## config.mk

```make
export PLATFORM = sky130hd
export DESIGN_NAME = sorted_drain_buffer
export DESIGN_NICKNAME = d
export VERILOG_FILES = /design/src/rtl/sorted_drain_buffer_pkg.sv /design/src/rtl/sort_buf_cell.sv /design/src/rtl/sorted_drain_buffer.sv
export SDC_FILE = /design/constraint.sdc
export NUM_CORES = 1
export LEC_CHECK = 0
export CORE_MARGIN = 1
export CORE_UTILIZATION = 60
export DETAILED_ROUTE_END_ITERATION = 10
export MAX_ROUTING_LAYER = met4
export PLACE_DENSITY = 0.81
export SYNTH_ARGS = -nofsm -noshare
export SYNTH_HDL_FRONTEND = slang
export SYNTH_SLANG_ARGS = --single-unit
export TNS_END_PERCENT = 5
```

## constraint.sdc

```tcl
create_clock -name clk -period 3.1 [get_ports clk]
set_clock_uncertainty 0.1 [all_clocks]
set_input_delay 0.465 -clock clk [delete_from_list [all_inputs] [get_ports clk]]
set_output_delay 0.465 -clock clk [all_outputs]
set_load 0.01 [all_outputs]
```

## src/rtl/sorted_drain_buffer_pkg.sv

```systemverilog
// Shared defaults and the two-state controller encoding for the sorted drain buffer.
package sorted_drain_buffer_pkg;

  localparam int DEFAULT_DEPTH = 16;
  localparam int DEFAULT_WIDTH = 8;

  typedef enum logic {
    FILL  = 1'b0,
    DRAIN = 1'b1
  } state_t;

endpackage

```

## src/rtl/sort_buf_cell.sv

```systemverilog
// One slot of the insertion-sort chain: holds a value and an occupied bit and
// decides locally whether to keep, load the new word, take its lower neighbour or its upper neighbour.
module sort_buf_cell
  import sorted_drain_buffer_pkg::*;
#(
  parameter int WIDTH = DEFAULT_WIDTH
) (
  input  logic             clk,
  input  logic             rst,
  input  logic             insert,
  input  logic             shift_down,
  input  logic [WIDTH-1:0] new_value,
  input  logic [WIDTH-1:0] prev_value,
  input  logic             prev_occupied,
  input  logic [WIDTH-1:0] next_value,
  input  logic             next_occupied,
  output logic [WIDTH-1:0] value,
  output logic             occupied
);

  logic here_candidate;
  logic prev_candidate;

  // A slot is a candidate when the new word belongs at or below it; strict
  // greater-than keeps equal values ahead of the newcomer.
  assign here_candidate = !occupied || (value > new_value);
  assign prev_candidate = !prev_occupied || (prev_value > new_value);

  always_ff @(posedge clk) begin
    if (rst) begin
      value    <= '0;
      occupied <= 1'b0;
    end else if (insert) begin
      if (here_candidate && !prev_candidate) begin
        value    <= new_value;
        occupied <= 1'b1;
      end else if (here_candidate) begin
        value    <= prev_value;
        occupied <= prev_occupied;
      end
    end else if (shift_down) begin
      value    <= next_value;
      occupied <= next_occupied;
    end
  end

endmodule

```

## src/rtl/sorted_drain_buffer.sv

```systemverilog
// Batch buffer that sorts words ascending as they arrive, then drains them
// smallest first before accepting the next batch.
module sorted_drain_buffer
  import sorted_drain_buffer_pkg::*;
#(
  parameter int DEPTH = DEFAULT_DEPTH,
  parameter int WIDTH = DEFAULT_WIDTH
) (
  input  logic                       clk,
  input  logic                       rst,
  input  logic                       in_valid,
  output logic                       in_ready,
  input  logic [WIDTH-1:0]           in_data,
  input  logic                       in_last,
  output logic                       out_valid,
  input  logic                       out_ready,
  output logic [WIDTH-1:0]           out_data,
  output logic                       out_last,
  output logic [$clog2(DEPTH+1)-1:0] count,
  output logic                       truncated
);

  localparam int CW = $clog2(DEPTH + 1);
  localparam logic [CW-1:0] LAST_SLOT = CW'(DEPTH - 1);
  localparam logic [CW-1:0] FULL_COUNT = CW'(DEPTH);

  state_t state;
  logic insert;
  logic shift_down;
  logic [WIDTH-1:0] cell_value [DEPTH];
  logic cell_occupied [DEPTH];

  assign in_ready   = !rst && (state == FILL) && (count < FULL_COUNT);
  assign insert     = in_valid && in_ready;
  assign shift_down = out_valid && out_ready;
  assign out_data   = cell_value[0];

  // Controller: FILL counts accepted words until in_last or full, DRAIN counts
  // handshakes down; out_last is precomputed so it is valid with its word.
  always_ff @(posedge clk) begin
    if (rst) begin
      state     <= FILL;
      count     <= '0;
      truncated <= 1'b0;
      out_valid <= 1'b0;
      out_last  <= 1'b0;
    end else begin
      case (state)
        FILL: begin
          if (insert) begin
            count <= count + 1'b1;
            if (in_last || (count == LAST_SLOT)) begin
              state     <= DRAIN;
              out_valid <= 1'b1;
              out_last  <= (count == '0);
              truncated <= !in_last;
            end
          end
        end
        DRAIN: begin
          if (out_ready) begin
            count    <= count - 1'b1;
            out_last <= (count == CW'(2));
            if (out_last) begin
              state     <= FILL;
              out_valid <= 1'b0;
              out_last  <= 1'b0;
              truncated <= 1'b0;
            end
          end
        end
        default: state <= FILL;
      endcase
    end
  end

  for (genvar i = 0; i < DEPTH; i++) begin : g_slot
    logic [WIDTH-1:0] prev_value;
    logic             prev_occupied;
    logic [WIDTH-1:0] next_value;
    logic             next_occupied;

    // The head sees a phantom occupied neighbour that never outranks a new word.
    if (i == 0) begin : g_head
      assign prev_value    = '0;
      assign prev_occupied = 1'b1;
    end else begin : g_link_prev
      assign prev_value    = cell_value[i-1];
      assign prev_occupied = cell_occupied[i-1];
    end

    if (i == DEPTH - 1) begin : g_tail
      assign next_value    = '0;
      assign next_occupied = 1'b0;
    end else begin : g_link_next
      assign next_value    = cell_value[i+1];
      assign next_occupied = cell_occupied[i+1];
    end

    sort_buf_cell #(
      .WIDTH(WIDTH)
    ) u_cell (
      .clk          (clk),
      .rst          (rst),
      .insert       (insert),
      .shift_down   (shift_down),
      .new_value    (in_data),
      .prev_value   (prev_value),
      .prev_occupied(prev_occupied),
      .next_value   (next_value),
      .next_occupied(next_occupied),
      .value        (cell_value[i]),
      .occupied     (cell_occupied[i])
    );
  end

endmodule

```

==> metrics, run 1 <==
antenna violations before repair 0; R2R Setup Slk 460 ps; gpl congestion 0.9290; syn_area_per_cell 8.714 µm²; Worst R2R End g_slot[6].u_cell.value[7]; synth warn 0; WP data arrival 3240 ps; Max Fanout on Critical Path 12; largest vdd supply drop 0.4701 mV; area added between synthesis and finish 17.19%; Worst-Skew Late Latency 440 ps; CTS tree built; hold_ws 385.0 ps; initial DRC count 1502; Hold WC Path Type flop to flop; sequential element share of the synthesized area 0.2594; Clock Path Buffers 2; post-synth top area share 0.2594; Initial Utilization 0.6209; CTS Buf Count 17; Tcrit/Tclk final 0.9707; PortBufs 29; RSZ-0062 raised after global routing true; max incr delay on CP 490 ps; WHS Endpoint g_slot[15].u_cell.value[0]; Place WS -372.4 ps; hpwl dp 26040 µm; Hold Vio Cnt, Final 0; largest net degree at the start of global routing 147; WHS Path Cells 2; vias per cell 6.855; max_cap viols 0; CP max stage cell clkdlybuf4s50_1; fin nets 1603; die area 0.02024 mm²; final setup violation count 0; Non-Filler Instances 1731; Reg-to-Reg Start g_slot[6].u_cell.value[1]; R2R depth 9; Worst-path clk slew 60 ps; Vias 11870; clock sink total 153; CTS root buffer clkbuf_16; number of synthesized register bits 153; Critical Path Sink Type flop; final instance area 0.01384 mm²; setup ws final 90.95 ps; unique cell type count in the Yosys netlist 63; Synth Flop Type dfxtp_1; Detail Route Antenna Nets 0; Placed Area 0.01324 mm²; Pre-Repair DR Iteration Count 6; Post-synth EDFFs 0; Tightest Pin Transition 885.8 ps; ys async rst share 0; Antenna Cells 0; Leak Pwr 0.005302 µW; htree depth 4; Slew Limit Fails 0; # hold bufs at CTS 0; Yosys top cell by area dfxtp_1; vias in the first global route 11460; Hold Startpoint g_slot[15].u_cell.value[0]; power per cell area 469.1 mW/mm²; critical setup path kind input port to flop; status completed; placed insts 1699; gr usage total 0.3882; Mapped Area 0.01181 mm²; share of layout cells above drive strength 1 0.2359; first-pass GRT wire length 60100 µm; Synthesized Nets 1500; max_slew headroom 0.4095; Critical path origin in_data[1]; maximum clock rate 0.3323 GHz; most area-consuming cells after synthesis dfxtp_1, ha_1, a221oi_2; Overflow after GRT 0; core area 0.01902 mm²; IO Pins 30; routed len/inst 21.64 µm; Gate Count Post-Synth 1355; WP data required 3330 ps; die width 142.3 µm; Period minus WS final 3009 ps; Worst setup SP type input port; Die Y 142.3 µm; cells along the critical path clkdlybuf4s50_1, inv_2, buf_12, ha_1, nor2b_1, o211ai_1, a31oi_2, buf_4, o211ai_1, buf_4, mux2_2, a221oi_2; Post-Route WL 37470 µm; DRC 0; FP Rows 50
layout make-up:
class                           count  area [µm²]
Tap cell                          260       325.3
Clock buffer                       18       439.2
Sequential cell                   153        3063
Multi-Input combinational cell   1016        7930
Inverter                           97       364.1
Timing Repair Buffer              173        1589
Fill cell                        1422        5181
Clock inverter                     14       126.4
cell families (layout without fill, tap and decap cells):
group | Yosys count | in the layout | synth area share
AO/OA/AOI/OAI | 436 | 436 | 0.2970
XOR/XNOR | 4 | 4 | 0.002968
adder cells (fa/ha/maj) | 132 | 132 | 0.1405
buffers and inverters | 186 | 302 | 0.07227
flip-flops | 153 | 153 | 0.2594
multiplexers | 93 | 93 | 0.08732
AND/OR/NAND/NOR | 351 | 351 | 0.1405
metrics by stage:
stage | power (µW) | setup TNS [ps] | util
floorplan | 3648 | 0 | -
global placement | 4309 | -16310 | 0.6963
detailed placement | 4388 | -24850 | 0.6963
CTS | 6412 | 0 | 0.7260
global route | 6732 | -258.8 | 0.7276
finish | 6491 | 0 | 0.7276
power by group:
group | switching (µW) | internal, µW
registers | 263 | 2160
logic | 1080 | 933
clock network | 927 | 1130
total | 2270 | 4220
flip-flops by register name, indices dropped and copies added, names as in the netlist:
register,cells
truncated,1
count,5
state,1
g_slot.u_cell.occupied,16
out_valid,1
g_slot.u_cell.value,128
out_last,1
worst max path at each step:
stage	end	cells after the start
2_1_floorplan	g_slot[10].u_cell.value[7]	8
3_3_place_gp	g_slot[7].u_cell.value[4]	10
3_5_place_dp	g_slot[7].u_cell.value[0]	10
4_1_cts	g_slot[7].u_cell.value[0]	10
5_1_grt	g_slot[5].u_cell.value[6]	12
6_report	g_slot[6].u_cell.value[7]	12
worst max-delay path: cells and delay by family:
kind	cells	cell delay, ps
simple gates	1	150
compound gates	4	850
mux	1	360
buf+inv	5	1070
fa+ha+maj	1	330
routing by layer:
layer | part of all wire | GRT usage | wire length, µm | up-vias
met4 | 0.044 | 0.1817 | 1648 | 0
met1 | 0.41 | 0.4982 | 15190 | 5645
met2 | 0.45 | 0.6050 | 16950 | 727
li1 | - | - | - | 5351
met5 | 0 | - | 0 | -
met3 | 0.098 | 0.05182 | 3682 | 143
synth_stat cells (6+ instances only):
| library cell | instances |
|---|---|
| and2_1 | 15 |
| and3_1 | 8 |
| nor3_1 | 19 |
| o22a_1 | 14 |
| or3_1 | 22 |
| ha_1 | 131 |
| a32oi_1 | 7 |
| clkbuf_1 | 39 |
| a221o_1 | 6 |
| o21ai_0 | 87 |
| nand3_1 | 37 |
| buf_2 | 27 |
| mux2_2 | 72 |
| nand2_1 | 142 |
| inv_1 | 97 |
| a221oi_1 | 34 |
| a311oi_1 | 22 |
| buf_6 | 12 |
| o22ai_1 | 9 |
| nor2_1 | 51 |
| nand4_1 | 23 |
| a211oi_1 | 21 |
| o211ai_1 | 27 |
| a21o_1 | 21 |
| buf_4 | 8 |
| a21oi_1 | 53 |
| a31oi_1 | 17 |
| mux2i_1 | 19 |
| a221oi_2 | 55 |
| dfxtp_1 | 153 |
| o221a_2 | 8 |
| o21ai_1 | 7 |
| nor2b_1 | 17 |
cell usage in the layout, fill, tap and decap left out, types with 21 or more instances in the layout:
master             n
clkdlybuf4s50_1   28
a221oi_1          34
nand4_1           23
nand3_1           37
nand2_1          141
o211ai_1          27
nor2_1            50
buf_4            126
a211oi_1          21
or3_1             22
o21ai_0           87
mux2_2            72
a221oi_2          55
ha_1             131
a21o_1            21
a311oi_1          22
inv_1             95
dfxtp_1          153
a21oi_1           53
repair_timing:
item,4_1_cts,5_1_grt
endpoints found under the setup margin,0,29
resized for setup,0,8
setup buffers,0,0
(Power assumes the default switching activity.)
==> run 2: changes to the inputs <==
--- a/config.mk
+++ b/config.mk
@@ -8,8 +8,10 @@
 export CORE_MARGIN = 1
 export CORE_UTILIZATION = 60
 export DETAILED_ROUTE_END_ITERATION = 10
+export GPL_TIMING_DRIVEN = 0
 export MAX_ROUTING_LAYER = met4
 export PLACE_DENSITY = 0.81
+export SETUP_SLACK_MARGIN = 0.05
 export SYNTH_ARGS = -nofsm -noshare
 export SYNTH_HDL_FRONTEND = slang
 export SYNTH_SLANG_ARGS = --single-unit
==> run 2 against run 1 <==
Net effect: utilization decreased by 1.9 points; critical path depth down 4; hold slack got worse by 75 ps; die area stayed put; flip-flop and latch count unchanged; register-to-register slack worse by 420 ps; non-clock buffer count fell by 9; wire length is 17% higher; via count is 4.4% higher; largest cell class unchanged; highest routed layer unchanged.
==> metrics, run 2 (same netlist as run 1, synthesis figures left out) <==
WP data arrival 3310 ps (+70 ps); CTS Buf Count 17 (unchanged); die width 142.3 µm (unchanged); hold_ws 309.9 ps (-75.20 ps); Post-Route WL 43960 µm (+17%); R2R Setup Slk 40 ps (-420 ps); grt met2 use 0.6677 (+0.06269); Die Y 142.3 µm (unchanged); part of the power in combinational logic 0.300 (-0.011); Most Crowded Layer GR met2; CTS root buffer clkbuf_16; Overall Power 6561 µW (+1.1%); Clock Path Buffers 2 (unchanged); Biggest register g_slot.u_cell.value; FP Rows 50 (unchanged); largest net degree at the start of global routing 21 (-86%); Non-Filler Instances 1723 (-0.46%); NetSw 2376 µW (+4.5%); Placed Area 0.01242 mm² (-6.2%); CTS tree built; Detail Route Antenna Nets 0 (unchanged); Worst setup SP type flop; Int Power 4186 µW (-0.77%); Slew Limit Fails 0 (unchanged); Initial Utilization 0.6209 (unchanged); critical setup path kind flop to flop; antenna violations before repair 1 (+1); htree depth 4 (unchanged); RSZ-0062 raised after global routing true; largest vdd supply drop 0.4491 mV (-4.5%); Critical Path Sink Type flop; # hold bufs at CTS 0 (unchanged); core area 0.01902 mm² (unchanged); commonest non-fill, non-tap cell in the layout dfxtp_1; max_slew headroom 0.2491 (-0.1603); DRC 0 (unchanged); Worst-path clk slew 70 ps (about the same); Reg power frac 0.370 (-0.003); Hold Vio Cnt, Final 0 (unchanged); placed insts 1644 (-3.2%); global-route track usage on met1 0.5374 (+0.03915); power per cell area 486.9 mW/mm² (+3.8%); Vias 12390 (+4.4%); status completed; IO Pins 30 (unchanged); setup ws final 35.38 ps (-55.57 ps); fin nets 1594 (-0.56%); Tightest Pin Transition 1126 ps (+240.5 ps); Overflow after GRT 0 (unchanged); vias in the first global route 12240 (+6.8%); die area 0.02024 mm² (unchanged); Place WS -1212 ps (-840.0 ps); final setup violation count 0 (unchanged); first-pass GRT wire length 67370 µm (+12%); most frequent cells in the layout dfxtp_1, nand2_1, ha_1; Switching Share 0.3620 (+0.01196); Period minus WS final 3065 ps (+55.57 ps); clock share of power 0.330 (+0.014); Hold WC Path Type input port to flop; vias per cell 7.193 (+4.9%); max_cap viols 0 (unchanged); gpl congestion 0.9626 (+3.6%); GR Util met3 0.1141 (+0.06225); initial DRC count 1874 (+25%); max FFs per register 128 (unchanged); gr usage total 0.4542 (+0.06591); PortBufs 29 (unchanged); WP data required 3350 ps (+20 ps); maximum clock rate 0.3263 GHz (-1.8%); share of layout cells above drive strength 1 0.2189 (-0.01702); Leak Pwr 0.005034 µW (-5.1%); Worst-Skew Late Latency 460 ps (+20 ps); Max Fanout on Critical Path 10 (-2); routed len/inst 25.51 µm (+18%); Tcrit/Tclk final 0.9886 (+0.01793); Largest regs g_slot.u_cell.value x128, g_slot.u_cell.occupied x16, count x5; final instance area 0.01348 mm² (-2.6%); clock sink total 153 (unchanged); area added between synthesis and finish 14.13%; hpwl dp 29470 µm (+13%); Pre-Repair DR Iteration Count 6 (unchanged)
## run 2: cell types whose count changed in the layout (fill, tap and decap cells not counted), sizes merged
cell and change:
clkinvlp +5, clkinv -1, bufinv +1, clkdlybuf4s50 -7
inv -6, clkdlybuf4s18 +1, clkbuf +43, clkdlybuf4s15 +2
buf -47, diode +1
## run 2: area by class of cell
cell class	instances	area [µm²]
inverter	97	390.4
fill	1503	5543
buffer	87	488.0
timing repair buffer	77	626.9
antenna	1	2.502
sequential	153	3063
tap	260	325.3
clock inverter	13	145.1
multi-input combinational	1016	7991
clock buffer	19	442.9
## run 2: final timing paths
path | from | end | depth (start not counted)
setup / recovery | state | g_slot[11].u_cell.value[4] | 8
hold / removal | in_data[3] | g_slot[13].u_cell.value[3] | 3
setup reg to reg | state | g_slot[11].u_cell.value[4] | 8
hold reg to reg | g_slot[15].u_cell.value[6] | g_slot[15].u_cell.value[6] | 2
## run 2: critical path, cell delays in order, from the launching register on
cell and delay, ps:
dfxtp_1 420, nor3_2 280, and2_1 180, buf_4 260, buf_6 210, nand2_1 320, clkbuf_1 520, mux2_2 420
a221oi_1 260
## run 2: metal layers
layer | routed length [µm] | share of wire
met1 | 16000 | 0.36
met2 | 18720 | 0.43
met3 | 5835 | 0.13
met4 | 3405 | 0.077
met5 | 0 | 0
## run 2: timing repair
action,CTS,global route
resized for setup,39,24
buffers inserted,46,2
pin swaps,6,1
setup endpoints to repair,142,106
## run 2: power groups by stage
stage	clock [µW]	sequential (µW)	combinational, µW
final	2170	2420	1970
after global routing	2210	2430	2110
after CTS	2130	2400	1870
after detailed placement	0	2440	1750
after global placement	0	2440	1680
after floorplan	0	2350	1300
## run 2: stage by stage
stage          TNS, ps    util
2_1_floorplan        0       -
3_3_place_gp   -126930  0.6532
3_5_place_dp   -135490  0.6532
4_1_cts              0  0.7068
5_1_grt         -47.22  0.7086
6_report             0  0.7086
==> run 3: changes to the inputs <==
--- a/config.mk
+++ b/config.mk
@@ -6,12 +6,14 @@
 export NUM_CORES = 1
 export LEC_CHECK = 0
 export CORE_MARGIN = 1
-export CORE_UTILIZATION = 60
+export CORE_UTILIZATION = 49
+export CTS_CLUSTER_DIAMETER = 200
 export DETAILED_ROUTE_END_ITERATION = 10
 export GPL_TIMING_DRIVEN = 0
 export MAX_ROUTING_LAYER = met4
-export PLACE_DENSITY = 0.81
+export PLACE_DENSITY = 0.69
 export SETUP_SLACK_MARGIN = 0.05
+export SKIP_LAST_GASP = 1
 export SYNTH_ARGS = -nofsm -noshare
 export SYNTH_HDL_FRONTEND = slang
 export SYNTH_SLANG_ARGS = --single-unit
==> run 3 against run 2 <==
Net effect: global-route usage fell by 9.2 points; maximum frequency rose by 1.7%; die area rose by 22%; critical endpoint is now g_slot[1].u_cell.value[0]; highest routed layer unchanged; flip-flop and latch count did not move; cell count rose by 2.6%.
==> metrics, run 3 (same netlist as run 1, synthesis figures left out) <==
status completed; # hold bufs at CTS 0 (unchanged); share of layout cells above drive strength 1 0.2072 (-0.01170); critical setup path kind input port to flop; setup ws final 86.74 ps (+51.36 ps); cells along the critical path clkdlybuf4s15_2, clkinvlp_4, buf_4, buf_4, ha_1, and3_4, a221o_1, o21ai_0, a211o_1, buf_2, nand3_1, a221oi_1; FP Rows 56 (+12%); Clock Path Buffers 2 (unchanged); fin nets 1580 (-0.88%); die width 157.2 µm (+11%); Detail Route Antenna Nets 0 (unchanged); Initial Utilization 0.5015 (-0.1193); initial DRC count 1249 (-33%); Period minus WS final 3013 ps (-51.36 ps); routed len/inst 24.00 µm (-5.9%); commonest non-fill, non-tap cell in the layout dfxtp_1; most frequent cells in the layout dfxtp_1, nand2_1, ha_1; CTS tree built; Pre-Repair DR Iteration Count 6 (unchanged); footprint of the multi-input gates 0.007963 mm² (-0.36%); CTS root buffer clkbuf_16; Hold WC Path Type input port to flop; final setup violation count 0 (unchanged); htree depth 4 (unchanged); gr usage total 0.3624 (-0.09173); largest vdd supply drop 0.3986 mV (-11%); Overflow after GRT 0 (unchanged); die area 0.02472 mm² (+22%); part of the power in combinational logic 0.291 (-0.009); Biggest register g_slot.u_cell.value; max FFs per register 128 (unchanged); Antenna Cells 0 (-1); Worst-path clk slew 70 ps (about the same); Worst setup SP type input port; gpl congestion 0.9336 (-3.0%); Int Power 4193 µW (+0.17%); RSZ-0062 raised after global routing true; Post-Route WL 42410 µm (-3.5%); DRC 0 (unchanged); clock share of power 0.334 (+0.004); Setup TNS 0 ps (unchanged); Worst-Skew Late Latency 450 ps (about the same); Tightest Pin Transition 1053 ps (-73.38 ps); WP data arrival 3250 ps (-60 ps); clock sink total 153 (unchanged); vias per cell 6.604 (-8.2%); FF/Latch Area 0.003063 mm² (unchanged); WP data required 3340 ps (about the same); Reg power frac 0.375 (+0.005); area added between synthesis and finish 13.65%; Place WS -1258 ps (-46.10 ps); first-pass GRT wire length 65470 µm (-2.8%); antenna violations before repair 0 (-1); CP max stage cell a221o_1; Critical Path Sink Type flop; Die Y 157.2 µm (+11%); max incr delay on CP 360 ps (-160 ps); vias in the first global route 11280 (-7.9%); Tcrit/Tclk final 0.9720 (-0.01657); Leak Pwr 0.004963 µW (-1.4%); max_slew headroom 0.2981 (+0.04892); hpwl dp 30340 µm (+2.9%); Switching Share 0.3512 (-0.01082); Largest regs g_slot.u_cell.value x128, g_slot.u_cell.occupied x16, count x5; Slew Limit Fails 0 (unchanged); Top cell by count, worst path buf_4; core area 0.02354 mm² (+24%); fillers 2189 (+46%); PortBufs 29 (unchanged); maximum clock rate 0.3319 GHz (+1.7%); largest net degree at the start of global routing 21 (unchanged); power per cell area 481.6 mW/mm² (-1.1%); Max Fanout on Critical Path 10 (unchanged); IO Pins 30 (unchanged); Vias 11670 (-5.8%); NetSw 2270 µW (-4.4%); CTS Buf Count 17 (unchanged); Hold Vio Cnt, Final 0 (unchanged); max_cap viols 0 (unchanged)
## run 3: changes by cell type in the layout (fill, tap and decap cells not counted), sizes merged
cell	before	now
buf	98	83
clkbuf	61	66
inv	92	91
clkinvlp	10	11
diode	1	0
clkinv	6	3
clkdlybuf4s18	1	0
## run 3: final cells by class
| type | instances | share of cell area |
|---|---|---|
| Multi-Input combinational cell | 1016 | 0.5934 |
| Sequential cell | 153 | 0.2283 |
| Timing Repair Buffer | 63 | 0.03953 |
| Buffer | 87 | 0.03590 |
| Clock buffer | 22 | 0.03534 |
| Tap cell | 319 | 0.02974 |
| Inverter | 97 | 0.02909 |
| Clock inverter | 10 | 0.008765 |
## run 3: path summary, 6_finish.rpt
check	to	cells after the start	slack, ps	startpoint
setup / recovery	g_slot[1].u_cell.value[0]	12	90	in_data[5]
hold / removal	g_slot[13].u_cell.value[6]	3	340	in_data[6]
setup reg to reg	g_slot[11].u_cell.value[2]	7	120	state
hold reg to reg	g_slot[2].u_cell.value[0]	2	380	g_slot[1].u_cell.value[0]
## run 3: metrics by stage
step | instance area, µm² | util | std cells | hold WS, ps | total power, µW
after floorplan | 11810 | - | 1355 | 347.9 | 3648
after global placement | 12500 | 0.5308 | 1703 | 371.2 | 4149
after detailed placement | 12500 | 0.5308 | 1703 | 377.1 | 4201
after CTS | 13420 | 0.5702 | 1767 | 386.3 | 6394
after global routing | 13420 | 0.5700 | 1767 | 349.7 | 6709
final | 13420 | 0.5700 | 1767 | 341.1 | 6463
## run 3: layer usage
layer / global-route usage / up-vias / wire, µm / share of wire
met5: - / - / 0 / 0
met3: 0.05947 / 157 / 3520 / 0.083
met2: 0.5575 / 598 / 18960 / 0.45
met4: 0.2085 / 0 / 2385 / 0.056
met1: 0.4486 / 5600 / 17540 / 0.41
li1: - / 5314 / - / -
## run 3: critical path, delay by kind of cell
family | cells | cell delay (ps)
buf+inv | 5 | 1110
compound gates | 4 | 1090
fa+ha+maj | 1 | 290
simple gates | 2 | 280
## run 3: power by group through the flow
| stage | Clock, µW | Combinational (µW) | Sequential, µW |
|---|---|---|---|
| 6_report | 2160 | 1880 | 2420 |
| 5_1_grt | 2220 | 2050 | 2440 |
| 4_1_cts | 2150 | 1840 | 2410 |
| 3_5_place_dp | 0 | 1750 | 2450 |
| 3_3_place_gp | 0 | 1700 | 2450 |
| 2_1_floorplan | 0 | 1300 | 2350 |
## run 3: what timing repair did
action,CTS,global route
endpoints found under the setup margin,142,117
pin swaps,4,0
buffers inserted,34,0
resized for setup,32,14
